### src/rtl/noise_sched.sv
// rtl/noise_sched.sv - round-robin arbiter sharing one XNOR noise LFSR between requesters
module noise_sched #(
    parameter int             N    = 14,
    parameter int             M    = 12,
    parameter int             NREQ = 4,
    parameter logic [N-1:0]   TAPS = 14'h3802,
    parameter logic [N-1:0]   SEED = '0
) (
    input  logic            clk,
    input  logic            rst,
    input  logic [NREQ-1:0] req,
    output logic [NREQ-1:0] gnt,
    output logic [M-1:0]    dout,
    output logic            dout_vld,
    input  logic            free_run,
    input  logic            seed_load,
    input  logic [N-1:0]    seed,
    output logic            busy
);

    localparam int PW = $clog2(NREQ);
    localparam int CW = $clog2(N + 1);

    localparam logic [1:0] ST_FLUSH = 2'd0;
    localparam logic [1:0] ST_IDLE  = 2'd1;
    localparam logic [1:0] ST_GRANT = 2'd2;

    logic [1:0]      state_q, state_d;
    logic [N-1:0]    shift_q, shift_d;
    logic [CW-1:0]   cnt_q, cnt_d;
    logic [PW-1:0]   ptr_q, ptr_d;
    logic [NREQ-1:0] gnt_q, gnt_d;
    logic [M-1:0]    dout_q, dout_d;
    logic            vld_q, vld_d;

    logic [N-1:0]    shift_step;
    logic            win_found;
    logic [PW-1:0]   win_idx;
    logic [PW-1:0]   ptr_nxt;
    int              j;

    // All-ones is the XNOR lock-up state; it can only be avoided, never escaped.
    assign shift_step = {shift_q[N-2:0], ~^(shift_q & TAPS)};

    always_comb begin
        win_found = 1'b0;
        win_idx   = '0;
        j         = 0;
        for (int i = 0; i < NREQ; i++) begin
            j = int'(ptr_q) + i;
            if (j >= NREQ) begin
                j = j - NREQ;
            end
            if (!win_found && req[j]) begin
                win_found = 1'b1;
                win_idx   = PW'(j);
            end
        end
        ptr_nxt = (int'(win_idx) == NREQ - 1) ? '0 : win_idx + PW'(1);
    end

    always_comb begin
        state_d = state_q;
        shift_d = shift_q;
        cnt_d   = cnt_q;
        ptr_d   = ptr_q;
        gnt_d   = '0;
        dout_d  = dout_q;
        vld_d   = 1'b0;
        if (seed_load) begin
            // Outputs are registered, so a grant already showing completes untouched.
            shift_d = (seed == {N{1'b1}}) ? SEED : seed;
            state_d = ST_FLUSH;
            cnt_d   = '0;
        end else begin
            case (state_q)
                ST_FLUSH: begin
                    shift_d = shift_step;
                    cnt_d   = cnt_q + CW'(1);
                    if (cnt_q == CW'(N - 1)) begin
                        state_d = ST_IDLE;
                    end
                end
                ST_IDLE: begin
                    if (win_found) begin
                        shift_d = shift_step;
                        state_d = ST_GRANT;
                        gnt_d   = {{(NREQ-1){1'b0}}, 1'b1} << win_idx;
                        dout_d  = shift_step[N-1:N-M];
                        vld_d   = 1'b1;
                        ptr_d   = ptr_nxt;
                    end else if (free_run) begin
                        shift_d = shift_step;
                    end
                end
                ST_GRANT: begin
                    state_d = ST_IDLE;
                end
                default: begin
                    state_d = ST_FLUSH;
                    cnt_d   = '0;
                end
            endcase
        end
    end

    always_ff @(posedge clk) begin
        if (rst) begin
            state_q <= ST_FLUSH;
            shift_q <= SEED;
            cnt_q   <= '0;
            ptr_q   <= '0;
            gnt_q   <= '0;
            dout_q  <= '0;
            vld_q   <= 1'b0;
        end else begin
            state_q <= state_d;
            shift_q <= shift_d;
            cnt_q   <= cnt_d;
            ptr_q   <= ptr_d;
            gnt_q   <= gnt_d;
            dout_q  <= dout_d;
            vld_q   <= vld_d;
        end
    end

    assign gnt      = gnt_q;
    assign dout     = dout_q;
    assign dout_vld = vld_q;
    assign busy     = (state_q == ST_FLUSH);

endmodule

### config.mk
export PLATFORM = sky130hd
export DESIGN_NAME = noise_sched
export DESIGN_NICKNAME = d
export VERILOG_FILES = /design/src/rtl/noise_sched.sv
export SDC_FILE = /design/constraint.sdc
export NUM_CORES = 1
export LEC_CHECK = 0
export CORE_UTILIZATION = 50
export CTS_CLUSTER_SIZE = 14
export DETAILED_ROUTE_END_ITERATION = 16
export PLACE_DENSITY = 0.79
export SYNTH_ARGS = -nofsm -noshare
export SYNTH_HDL_FRONTEND = slang
export SYNTH_SLANG_ARGS = --single-unit
### constraint.sdc
create_clock -name clk -period 2.47 [get_ports clk]
set_clock_uncertainty 0.15 [all_clocks]
set_input_delay 0.6175 -clock clk [delete_from_list [all_inputs] [get_ports clk]]
set_output_delay 0.6175 -clock clk [all_outputs]
set_load 0.01 [all_outputs]
# --- Yosys cells after proc, flatten, opt, wreduce, memory -nomap -nowiden ---
# Index checks and enable logic that the tools add are counted.
totals:
  ff_bits: 39
  in_bits: 22
  elab_cells: 87
classes:
  reduce_logical: 16
  addsub: 9
  bitwise_logic: 3
  n_shift: 1
  eq_ne: 8
  n_mux: 35
  n_lt_le_gt_ge: 8
op_table:
  columns: ["operator", "count"]
  rows:
  - ["< comparator 32 x 4 -> 1 bit, second input constant", 4]
  - ["two-way mux 32 bit", 4]
  - ["two-way mux 14 bit", 4]
  - ["one-hot mux 14 bit (2 select lines)", 1]
  - ["== test 14 bit, second input constant", 1]
  - ["two-way mux 2 bit", 7]
  - ["XNOR reduction 14 bit", 1]
  - ["two-way mux 1 bit", 13]
  - ["subtractor 3 x 3 -> 4 bit, second input constant", 3]
  - ["greater-or-equal comparator 3 bit, second input constant", 3]
  - ["binary-select mux 1 bit (select 2 bit)", 4]
  - ["one-hot mux 4 bit (2 select lines)", 1]
  - ["adder 2 x 2 -> 3 bit, second input constant", 2]
  - ["one-hot mux 2 bit (3 select lines)", 1]
  - ["adder 4 x 1 -> 4 bit, second input constant", 1]
  - ["== test 2 x 1 -> 1 bit, second input constant", 2]
  - ["== test 4 bit, second input constant", 1]
  - ["!= test 4 bit, second input constant", 1]
  - ["AND reduction 2 bit", 2]
  - ["OR reduction 2 bit", 2]
  - ["OR reduction 4 bit", 1]
  - ["left shift 1 x 2 -> 4 bit, first input constant", 1]
  - ["subtractor 2 x 3 -> 4 bit, second input constant", 1]
  - ["adder 2 x 1 -> 3 bit, second input constant", 1]
  - ["12 further kinds", 18]

# --- Depth between registers and ports, before layout ---
depth:
  depth_word: 18
  depth_mapped: 8

# --- Worst setup path after synthesis ---
# No wires, ideal clock.
synth_timing:
  kind: "input to register"
  startpoint: "input req[2]"
  endpoint: "register shift_q[2]"
  setup_ps: 135
  required_ps: 2185
  stages: 6
  arrival_time_ps: 1651
  path_slack_ps: 534
  path_buffers: 1
  cell_sequence: "nor4_4 o2bb2ai_2 nand2b_1 buf_4 nor2_1 nor3_2"
synth_between:
  elab_chain_len: 16
synth_lines:
  columns: ["item", "line", "text"]
  rows:
  - ["from (decl)", "11", "input logic [NREQ-1:0] req,"]
  - ["binary-select mux 1 bit (select 2 bit)", "54", "if (!win_found && req[j]) begin"]
  - ["two-way mux 1 bit (not written as such) (2 in a row)", "54", null]
  - ["two-way mux 1 bit", "54", null]
  - ["zero test 1 bit", "54", null]
  - ["logical AND 1 bit", "54", null]
  - ["two-way mux 1 bit", "54", null]
  - ["zero test 1 bit", "54", null]
  - ["logical AND 1 bit", "54", null]
  - ["two-way mux 1 bit", "54", null]
  - ["zero test 1 bit", "54", null]
  - ["logical AND 1 bit", "54", null]
  - ["two-way mux 1 bit *", "54", null]
  - ["two-way mux 14 bit", "85", "if (win_found) begin"]
  - ["one-hot mux 14 bit (2 select lines)", "76", "case (state_q)"]
  - ["two-way mux 14 bit", "70", "if (seed_load) begin"]
  - ["to (signal assigned)", "118", "shift_q <= shift_d;"]
  - ["to (decl)", "29", "logic [N-1:0] shift_q, shift_d;"]
# Every way passes the cells marked *; elsewhere a longest branch is shown, timed or not. The select of a mux whose other input is x is not followed.
# A chain may end at the register's enable or synchronous reset.

# --- Worst setup path in the final report ---
layout_timing:
  startpoint: "register state_q[1]"
  endpoint: "output busy"
layout_between:
  elab_chain_len: 1
layout_lines:
  columns: ["item", "line", "text"]
  rows:
  - ["from (decl)", "28", "logic [1:0] state_q, state_d;"]
  - ["from (signal assigned)", "117", "state_q <= state_d;"]
  - ["zero test 2 bit", "130", "assign busy = (state_q == ST_FLUSH);"]
  - ["to (decl)", "18", "output logic busy"]
# Every way passes these cells.

==> out/summary.json <==
{
  "run_status": "complete, no violations",
  "maximum_net_fanout_on_the_critical_path": 5,
  "post_synth_instance_area_um2": 1830,
  "min_delay_path_depth": 2,
  "timing.max_slew.rel_slack_pct": 44.7,
  "final_worst_path_period_share_pct": 94.6,
  "detailroute.via_count": 1580,
  "max_cap_violations": 0,
  "r2r-start": "state_q[1]$_SDFFE_PP0P_",
  "setup_viol": 0,
  "antenna_found_initial": 0,
  "layout.cells.most_common": "nor2_1",
  "crit-reg2reg-capture": "ptr_q[0]$_SDFFE_PP0P_",
  "core-area_um2": 3420,
  "die_height_um": 62.4,
  "cts-buffers-inserted": 5,
  "worst-setup-path-type": "reg -> out",
  "route.final.wire_length_um": 3900,
  "initial_core_util_pct": 53.4,
  "wirelength_met1_um": 1970,
  "cell_chain_of_the_critical_path": "inv_1 -> ha_2 -> clkdlybuf4s50_1",
  "total_leakage_power_nw": 0.882,
  "gp_routability_congestion": 0.878,
  "post_route_cells_drive_above_1_share_pct": 12.5,
  "synth_top_area_share_pct": 42.8,
  "rrSetupSlack_ns": 0.44,
  "setup.worst_path.start_class": "flop",
  "top_layer": "met4",
  "slew_violations": 0,
  "worst-path-buf-inv": 2,
  "htreeDepth": 2,
  "worstSkewPairLatency_ns": 0.35,
  "cp_data_required_time_ns": 1.70,
  "die_area_um2": 3900,
  "grt_first_pass_wirelength_um": 6650,
  "antennaDiodeCount": 0,
  "drt_first_iter_violations": 65,
  "clock_sink_count": 39,
  "ys_top_cells_by_area": "dfxtp_1 (43%), nor2_1 (8.4%), a2bb2oi_1 (6.7%), nand2_1 (5.1%), nor3_2 (4.9%)",
  "horizontal_die_dimension_um": 62.4,
  "crit_end": "busy",
  "grt.overflow.total": 0,
  "hold_viol": 0,
  "drt-wirelength-per-cell_um": 12.9,
  "cp-end-kind": "primary output",
  "cell_taking_the_most_area_after_synthesis": "dfxtp_1",
  "synthesis.nets": 240,
  "synth-warning-count": 0,
  "grt_start_max_net_pins": 22,
  "floorplan.io_pins": 40,
  "filler_cell_count": 307,
  "drt_pre_antenna_iters": 4,
  "avgSynthCellArea_um2": 8.61,
  "final_antenna_net_count": 0,
  "critical_path.startpoint": "state_q[1]$_SDFFE_PP0P_",
  "route.detailed.vias_per_inst": 5.21,
  "worstSetupPathDepth": 3,
  "post_synth_num_cell_types": 37,
  "whs_ns": 0.309,
  "place.detailed.hpwl_um": 2870,
  "vdd.ir_drop.worst_v": 0.000246,
  "arrival_time_worst_endpoint_ns": 1.57,
  "most_frequent_cells_in_the_layout": "nor2_1 (41), dfxtp_1 (39), clkdlybuf4s50_1 (39)",
  "placement.cell_area_um2": 2290,
  "synth_seq_cells": 39,
  "crit_path_max_incr_delay_ns": 0.55,
  "critical_path.top_delay_family": "buffers and inverters",
  "met3RoutedLength_um": 133,
  "netlist_instances": 212,
  "reg2regPathDepth": 5,
  "first_global_vias": 1444,
  "num-nets-final": 284,
  "clockBufferDepth": 2,
  "timing.hold.worst.class": "reg -> reg",
  "totalPowerFinal_mw": 1.11,
  "p_per_cell_area_nw_per_um2": 473,
  "worst_path_max_delay_cell": "clkdlybuf4s50_1",
  "rsz0062_at_grt": "false",
  "max_clock_freq_mhz": 428,
  "met2_wirelength_um": 1720,
  "tightest_slew_ns": 0.826,
  "stdcell_area_um2": 2350,
  "cts_root_buf": "clkbuf_4",
  "portbufs": 39,
  "seq_area_frac_synth_pct": 42.8,
  "cts.clk_slew.worst_paths_ns": 0.11,
  "route.detailed.drc": 0,
  "flow.area_growth_from_synthesis_pct": 28.7,
  "groute.usage.overall_pct": 21.7,
  "count_of_standard_cell_rows": 21,
  "min_period_ns": 2.34,
  "tritoncts_clock_tree": "built"
}
cells in the mapped netlist, drive strengths merged:
cell / n
nor3b: 1
clkbuf: 6
nand4b: 1
nand2: 25
o31a: 1
xor2: 2
mux2i: 1
dfxtp: 39
and3b: 1
o41a: 1
xnor2: 5
nor2: 41
nand2b: 1
nor2b: 5
o211a: 1
or3b: 1
nor3: 15
nand3: 1
a21oi: 16
nor4: 2
buf: 5
inv: 6
o2bb2ai: 1
a2bb2oi: 14
a21boi: 1
o21ai: 5
a31oi: 1
o221a: 1
and4: 1
nand4: 3
ha: 6
a211oi: 2
metrics by stage:
stage | util (%) | setup slack [ns] | cells | TNS, ns
after floorplan | - | 0.534 | 212 | 0
after global placement | 67.2 | 0.0207 | 295 | 0
after detailed placement | 67.2 | -0.0427 | 295 | -0.110
after CTS | 68.7 | 0.0672 | 303 | 0
after global routing | 68.8 | 0.0417 | 303 | 0
final | 68.8 | 0.132 | 303 | 0
how the worst min path moves through the flow:
stage                             from               endpoint  slack [ns]
4_1_cts           dout[3]$_SDFFE_PP0P_   dout[3]$_SDFFE_PP0P_        0.31
3_3_place_gp     dout[10]$_SDFFE_PP0P_  dout[10]$_SDFFE_PP0P_        0.29
5_1_grt           dout[3]$_SDFFE_PP0P_   dout[3]$_SDFFE_PP0P_        0.34
6_report          dout[8]$_SDFFE_PP0P_   dout[8]$_SDFFE_PP0P_        0.31
3_5_place_dp      dout[3]$_SDFFE_PP0P_   dout[3]$_SDFFE_PP0P_        0.30
2_1_floorplan  shift_q[2]$_SDFFE_PP0P_   dout[1]$_SDFFE_PP0P_        0.30
area by class of cell:
| cell class | instances | area, µm² | area share [%] |
|---|---|---|---|
| Clock buffer | 5 | 37.5 | 1.60 |
| Clock inverter | 3 | 15.0 | 0.639 |
| Inverter | 6 | 22.5 | 0.958 |
| Multi-Input combinational cell | 156 | 966 | 41.1 |
| Sequential cell | 39 | 781 | 33.2 |
| Tap cell | 46 | 57.6 | 2.45 |
| Timing Repair Buffer | 48 | 470 | 20.0 |
where the power goes:
| group | internal [mW] | switching (mW) |
|---|---|---|
| sequential | 0.644 | 0.0147 |
| clock | 0.106 | 0.208 |
| combinational | 0.0793 | 0.0604 |
worst reg2reg max path: cells and delay by family, from the launching register on:
| family | cells | cell delay [ns] |
|---|---|---|
| simple gates | 2 | 0.81 |
| flops | 1 | 0.35 |
| fa+ha+maj | 1 | 0.30 |
| compound gates | 1 | 0.24 |
| buf+inv | 1 | 0.10 |
cells by family after synthesis:
kind of cell               share of synthesized area (%)
AOI/OAI and AO/OA                                   17.1
xor gates and xnor gates                            3.36
adders and majority gates                           4.11
buffers and inverters                               4.45
DFF                                                 42.8
muxes                                              0.548
and+or+nand+nor                                     27.6
layer usage:
layer / GRT usage, % / vias up
met5: 0 / -
met4: 11.3 / 0
met3: 3.47 / 9
met2: 31.3 / 28
met1: 31.1 / 726
li1: - / 817
registers in the layout, summed over array words and instances (netlist names):
register and cells:
dout 12, dout_vld 1, state_q 2, shift_q 14, cnt_q 4, ptr_q 2, gnt 4
what timing repair did:
action                     4_1_cts  5_1_grt
setup endpoints to repair        0        1
resized for setup                0        1
setup buffers                    0        0
hold buffers                     0        0
Power figures use the tool's default switching activity.
